===== src/rtl/brick_map_ctrl.sv =====
// Brick-alive map for the breakout playfield: level loading, serialised brick hits,
// registered renderer lookup, bricks-remaining count and saturating score.
module brick_map_ctrl #(
    parameter int COLS = 8,
    parameter int ROWS = 12
) (
    input  logic        clk,
    input  logic        rst,
    input  logic        load_i,
    input  logic [1:0]  pattern_i,
    output logic        busy_o,
    input  logic        hit_req_i,
    input  logic [3:0]  hit_bx_i,
    input  logic [3:0]  hit_by_i,
    output logic        hit_ack_o,
    output logic        hit_was_brick_o,
    input  logic [3:0]  rd_bx_i,
    input  logic [3:0]  rd_by_i,
    output logic        rd_alive_o,
    output logic [6:0]  bricks_left_o,
    output logic        cleared_o,
    output logic [15:0] score_o
);

    localparam int         CELLS    = COLS * ROWS;
    localparam logic [6:0] LAST_IDX = 7'(CELLS - 1);

    localparam logic [1:0] IDLE = 2'd0;
    localparam logic [1:0] LOAD = 2'd1;
    localparam logic [1:0] HIT  = 2'd2;
    localparam logic [1:0] REL  = 2'd3;

    function automatic logic [6:0] lin_idx(input logic [3:0] bx, input logic [3:0] by);
        return 7'({3'b000, by} * 7'(COLS) + {3'b000, bx});
    endfunction

    function automatic logic in_grid(input logic [3:0] bx, input logic [3:0] by);
        return (bx < 4'(COLS)) && (by < 4'(ROWS));
    endfunction

    logic [1:0]       state_q, state_d;
    logic [CELLS-1:0] cells_q;
    logic [6:0]       idx_q, idx_d;
    logic [3:0]       ld_bx_q, ld_bx_d;
    logic [3:0]       ld_by_q, ld_by_d;
    logic [1:0]       pattern_q, pattern_d;
    logic [6:0]       bricks_q, bricks_d;
    logic [15:0]      score_q, score_d;
    logic             busy_q, busy_d;
    logic             ack_q, ack_d;
    logic             was_q, was_d;
    logic             cleared_q, cleared_d;
    logic [6:0]       hit_idx_q, hit_idx_d;
    logic [3:0]       hit_pts_q, hit_pts_d;
    logic             rd_alive_q, rd_alive_d;

    logic             load_val;
    logic             hit_live;
    logic [16:0]      score_sum;

    always_comb begin
        load_val = 1'b1;
        case (pattern_q)
            2'd0:    load_val = 1'b1;
            2'd1:    load_val = ~(ld_bx_q[0] ^ ld_by_q[0]);
            2'd2:    load_val = (ld_by_q < 4'(ROWS / 2));
            default: load_val = ~ld_by_q[0];
        endcase
    end

    assign hit_live  = in_grid(hit_bx_i, hit_by_i) && cells_q[lin_idx(hit_bx_i, hit_by_i)];
    assign score_sum = {1'b0, score_q} + 17'(hit_pts_q);
    assign rd_alive_d = in_grid(rd_bx_i, rd_by_i) && cells_q[lin_idx(rd_bx_i, rd_by_i)];

    always_comb begin
        state_d   = state_q;
        idx_d     = idx_q;
        ld_bx_d   = ld_bx_q;
        ld_by_d   = ld_by_q;
        pattern_d = pattern_q;
        bricks_d  = bricks_q;
        score_d   = score_q;
        busy_d    = busy_q;
        ack_d     = 1'b0;
        was_d     = 1'b0;
        cleared_d = 1'b0;
        hit_idx_d = hit_idx_q;
        hit_pts_d = hit_pts_q;
        case (state_q)
            IDLE: begin
                if (load_i) begin
                    state_d   = LOAD;
                    pattern_d = pattern_i;
                    idx_d     = '0;
                    ld_bx_d   = '0;
                    ld_by_d   = '0;
                    bricks_d  = '0;
                    busy_d    = 1'b1;
                end else if (hit_req_i) begin
                    // Decide the outcome now so ack, was_brick and cleared appear together.
                    state_d   = HIT;
                    ack_d     = 1'b1;
                    was_d     = hit_live;
                    cleared_d = hit_live && (bricks_q == 7'd1);
                    hit_idx_d = lin_idx(hit_bx_i, hit_by_i);
                    hit_pts_d = 4'(ROWS) - hit_by_i;
                end
            end
            LOAD: begin
                if (load_val) begin
                    bricks_d = bricks_q + 7'd1;
                end
                if (idx_q == LAST_IDX) begin
                    state_d = IDLE;
                    busy_d  = 1'b0;
                end else begin
                    idx_d = idx_q + 7'd1;
                    if (ld_bx_q == 4'(COLS - 1)) begin
                        ld_bx_d = '0;
                        ld_by_d = ld_by_q + 4'd1;
                    end else begin
                        ld_bx_d = ld_bx_q + 4'd1;
                    end
                end
            end
            HIT: begin
                if (was_q) begin
                    bricks_d = bricks_q - 7'd1;
                    score_d  = score_sum[16] ? 16'hFFFF : score_sum[15:0];
                end
                state_d = REL;
            end
            default: begin
                if (!hit_req_i) begin
                    state_d = IDLE;
                end
            end
        endcase
    end

    always_ff @(posedge clk or posedge rst) begin
        if (rst) begin
            cells_q <= '0;
        end else if (state_q == LOAD) begin
            cells_q[idx_q] <= load_val;
        end else if ((state_q == HIT) && was_q) begin
            cells_q[hit_idx_q] <= 1'b0;
        end
    end

    always_ff @(posedge clk or posedge rst) begin
        if (rst) begin
            state_q    <= IDLE;
            idx_q      <= '0;
            ld_bx_q    <= '0;
            ld_by_q    <= '0;
            pattern_q  <= '0;
            bricks_q   <= '0;
            score_q    <= '0;
            busy_q     <= 1'b0;
            ack_q      <= 1'b0;
            was_q      <= 1'b0;
            cleared_q  <= 1'b0;
            hit_idx_q  <= '0;
            hit_pts_q  <= '0;
            rd_alive_q <= 1'b0;
        end else begin
            state_q    <= state_d;
            idx_q      <= idx_d;
            ld_bx_q    <= ld_bx_d;
            ld_by_q    <= ld_by_d;
            pattern_q  <= pattern_d;
            bricks_q   <= bricks_d;
            score_q    <= score_d;
            busy_q     <= busy_d;
            ack_q      <= ack_d;
            was_q      <= was_d;
            cleared_q  <= cleared_d;
            hit_idx_q  <= hit_idx_d;
            hit_pts_q  <= hit_pts_d;
            rd_alive_q <= rd_alive_d;
        end
    end

    assign busy_o          = busy_q;
    assign hit_ack_o       = ack_q;
    assign hit_was_brick_o = was_q;
    assign rd_alive_o      = rd_alive_q;
    assign bricks_left_o   = bricks_q;
    assign cleared_o       = cleared_q;
    assign score_o         = score_q;

endmodule


===== config.mk =====
export PLATFORM = sky130hd
export DESIGN_NAME = brick_map_ctrl
export DESIGN_NICKNAME = d
export VERILOG_FILES = /design/src/rtl/brick_map_ctrl.sv
export SDC_FILE = /design/constraint.sdc
export NUM_CORES = 1
export LEC_CHECK = 0
export ABC_AREA = 1
export CAP_MARGIN = 25
export CORE_MARGIN = 1
export CORE_UTILIZATION = 45
export CTS_BUF_LIST = sky130_fd_sc_hd__clkbuf_2 sky130_fd_sc_hd__clkbuf_4 sky130_fd_sc_hd__clkbuf_8
export CTS_CLUSTER_DIAMETER = 40
export CTS_CLUSTER_SIZE = 16
export DETAILED_ROUTE_END_ITERATION = 12
export PLACE_DENSITY = 0.61
export SETUP_SLACK_MARGIN = 0.1
export SYNTH_ARGS = -nofsm -noshare
export SYNTH_HDL_FRONTEND = slang
export SYNTH_SLANG_ARGS = --single-unit

===== constraint.sdc =====
create_clock -name clk -period 12.5 [get_ports clk]
set_input_delay 2.5 -clock clk [delete_from_list [all_inputs] [get_ports clk]]
set_output_delay 2.5 -clock clk [all_outputs]
set_load 0.02 [all_outputs]

==> metrics.yaml <==
placed_design:
  place_congestion: 0.943
  post-place-ws_ps: 7480
  dp_hpwl_um: 23400
  port_buffers: 49
clocking:
  h-tree-depth: 4
  clkSinkCount: 154
  cts_buffers: 17
  cts_setup_buffers: 0
  clockBufferDepth: 2
  path_clk_slew_ps: 80
  cts_tree: "yes"
  ctsResizeCount: 0
  cts-hold-fix-buffers: 0
  clkLatencyLatePin_ps: 490
  clockRootBuffer: "clkbuf_8"
global_routing:
  grt_max_degree: 107
  grtUsageTotal_pct: 32.6
  grt_pass1_vias: 10300
  grt_pass1_wl_um: 60200
  antenna_found_initial: 0
  grt_overflow: 0
worst_setup_path:
  r2r_slack_ps: 9590
  cp_slowest_stage_delay_ps: 750
  endpoint_kind: "flip-flop"
  critPathLaunch: "hit_bx_i[0]"
  rr_startpoint: "state_q[0]"
  cp_slowest_cell: "buf_2"
  critical_path.top_delay_family: "buffers and inverters"
  cp_common_cell: "nand2_1"
  critPathMaxFanout: 49
  cp_num_buf_inv: 2
  arrival_ps: 5030
  crit_required_ps: 12860
  worstSetupStartpointType: "input port"
  path_cells: "buf_2 > inv_2 > nand2_1 > nand3_1 > nand3_1 > nand2_1 > nand2_1 > nand2_1 > o21ai_0 > nand2_1 > nand3_1 > nor2_1"
  criticalPathCategory: "in2reg"
finish:
  final_common_cell: "nand2_1"
  layout_common_cells: "nand2_1 (510), o21ai_0 (204), nand3_1 (172)"
  antenna_cells: 0
  num-fill-cells: 2290
  drive_gt1_share_pct: 6.91
  area_delta_synth_final_pct: 9.33
  nets: 1593
power:
  p_leak_uw: 0.00510
  pwr_density_cell_mw_per_mm2: 172
  ir_drop_mv: 0.146
timing:
  maxSlewViolCount: 0
  hold_viol: 0
  finalSetupTns_ps: 0
  report.final.setup_viol: 0
  clock.fmax_mhz: 215
  setup_ws_ps: 7840
  tightest_slew_ps: 1020
  fin_crit_sh_pct: 37.3
  holdWs_ps: 500
  skew_ps: 21.4
  period_needed_ps: 4660
  slew_headroom_pct: 32.0
  rsz0062_at_grt: "false"
yosys:
  yosys_most_used_dff: "dfrtp_1"
  synth_cells: 1556
  synth_compound_area_share_pct: 19.8
  synthArstFlopShare_pct: 100
  yosysWarnings: 0
  yosys.area_share.xor_xnor_pct: 1.07
  synth_cell_types: 44
  syn-cell-area_mm2: 0.0106
  syn-num-nets: 1598
  seq_area_frac_synth_pct: 36.3
  ys_ff_latch: 154
  synth_top_family_by_area: "simple AND/OR/NAND/NOR gates"
  avgSynthCellArea_um2: 6.83
  synthAdderAreaFrac_pct: 2.42
  yosys.area_share.simple_pct: 32.2
  synth-edff-count: 0
  synthMuxAreaShare_pct: 0
worst_hold_path:
  min_path_type: "reg2reg"
  min_from: "hit_pts_q[0]"
route:
  final_antenna_net_count: 0
  viasPerCell: 5.97
  drc: 0
  num_vias: 11200
  wirelength_um: 38000
  drt_iter0_drc: 1459
  wl_per_cell_um: 20.2
  drt-pass1-iter-count: 6
floorplanning:
  die-area_mm2: 0.0242
  start_util_pct: 46.4
  core_mm2: 0.0229
  ios: 50
  die_w_um: 156
  rows: 55
  die_h_um: 156
flow_run:
  cap_viol_max_count: 0
outcome:
  status: "complete, no violations"
layout make-up:
class	count	area, um2	share of cell area, %
inverters	119	453	3.90
flip-flops and latches	154	3850	33.2
clock buffers	21	283	2.43
clock inverters	11	134	1.15
multi-input cells	1195	5890	50.7
repair buffers	64	613	5.28
well taps	313	392	3.37
kinds of logic after synthesis:
family / after synthesis
AND/OR/NAND/NOR: 804
flip-flops: 154
XOR/XNOR: 13
AO/OA/AOI/OAI: 358
adder cells (fa/ha/maj): 20
buffers and inverters: 207
power breakdown:
part           internal (uW)  total, uW  switching (uW)
registers                602        711             108
logic                    251        868             618
clock network            198        421             223
registers in the layout, summed over array words and instances, names as in the netlist, 2 cells and up:
register / flops
bricks_left_o: 7
cells_q: 96
hit_idx_q: 7
hit_pts_q: 4
idx_q: 7
ld_bx_q: 4
ld_by_q: 4
pattern_q: 2
score_o: 16
state_q: 2
tightest hold or removal path, delay by kind of cell, from the launching register on:
family          cells  cell delay (ps)
simple gates        1               50
flops               1              350
compound gates      1               60
cells in the mapped netlist (2+ instances only):
| master | n | area (um2) |
|---|---|---|
| nor2_1 | 57 | 214 |
| clkbuf_1 | 41 | 154 |
| buf_6 | 4 | 45.0 |
| xnor2_1 | 5 | 43.8 |
| o22ai_1 | 8 | 50.1 |
| o21ai_1 | 34 | 170 |
| nand2_1 | 510 | 1910 |
| nand2_2 | 2 | 12.5 |
| dfrtp_1 | 154 | 3850 |
| ha_1 | 19 | 238 |
| a32o_1 | 45 | 450 |
| a21oi_1 | 42 | 210 |
| o211ai_1 | 12 | 90.1 |
| o31ai_1 | 3 | 22.5 |
| buf_4 | 10 | 75.1 |
| xor2_1 | 8 | 70.1 |
| a22oi_1 | 2 | 15.0 |
| inv_1 | 98 | 368 |
| buf_2 | 31 | 155 |
| o21ai_0 | 204 | 1020 |
| nand3_1 | 172 | 861 |
| buf_1 | 2 | 7.51 |
| nor3_2 | 2 | 20.0 |
| inv_2 | 21 | 78.8 |
| or2_2 | 3 | 18.8 |
| nand4_1 | 9 | 56.3 |
| nor3_1 | 19 | 95.1 |
| nand3b_1 | 2 | 15.0 |
| nor2_2 | 19 | 119 |
| nor2_4 | 4 | 45.0 |
through the flow:
stage | cells | power (uW) | util [%] | instance area [um2]
6_report | 1877 | 2000 | 50.7 | 11600
5_1_grt | 1877 | 2120 | 50.7 | 11600
4_1_cts | 1876 | 1980 | 50.6 | 11600
3_5_place_dp | 1844 | 1560 | 48.8 | 11200
3_3_place_gp | 1844 | 1560 | 48.8 | 11200
2_1_floorplan | 1556 | 1290 | - | 10600
path summary, 6_finish.rpt:
kind,cells after the start,endpoint
max,12,cleared_o
min,2,hit_pts_q[0]
max reg2reg,9,cells_q[10]
min reg2reg,2,hit_pts_q[0]
max in group asynchronous,3,cells_q[45]
min in group asynchronous,2,cells_q[30]
layer usage:
layer  track usage (%)  wire, um  vias to the layer above
li1                  -         -                     5220
met5                 0         0                        -
met2              48.6     16300                      629
met3              5.75      3800                      139
met1              45.6     16000                     5223
met4              15.7      1880                        0
No activity file was read; power rests on OpenSTA's default activity.
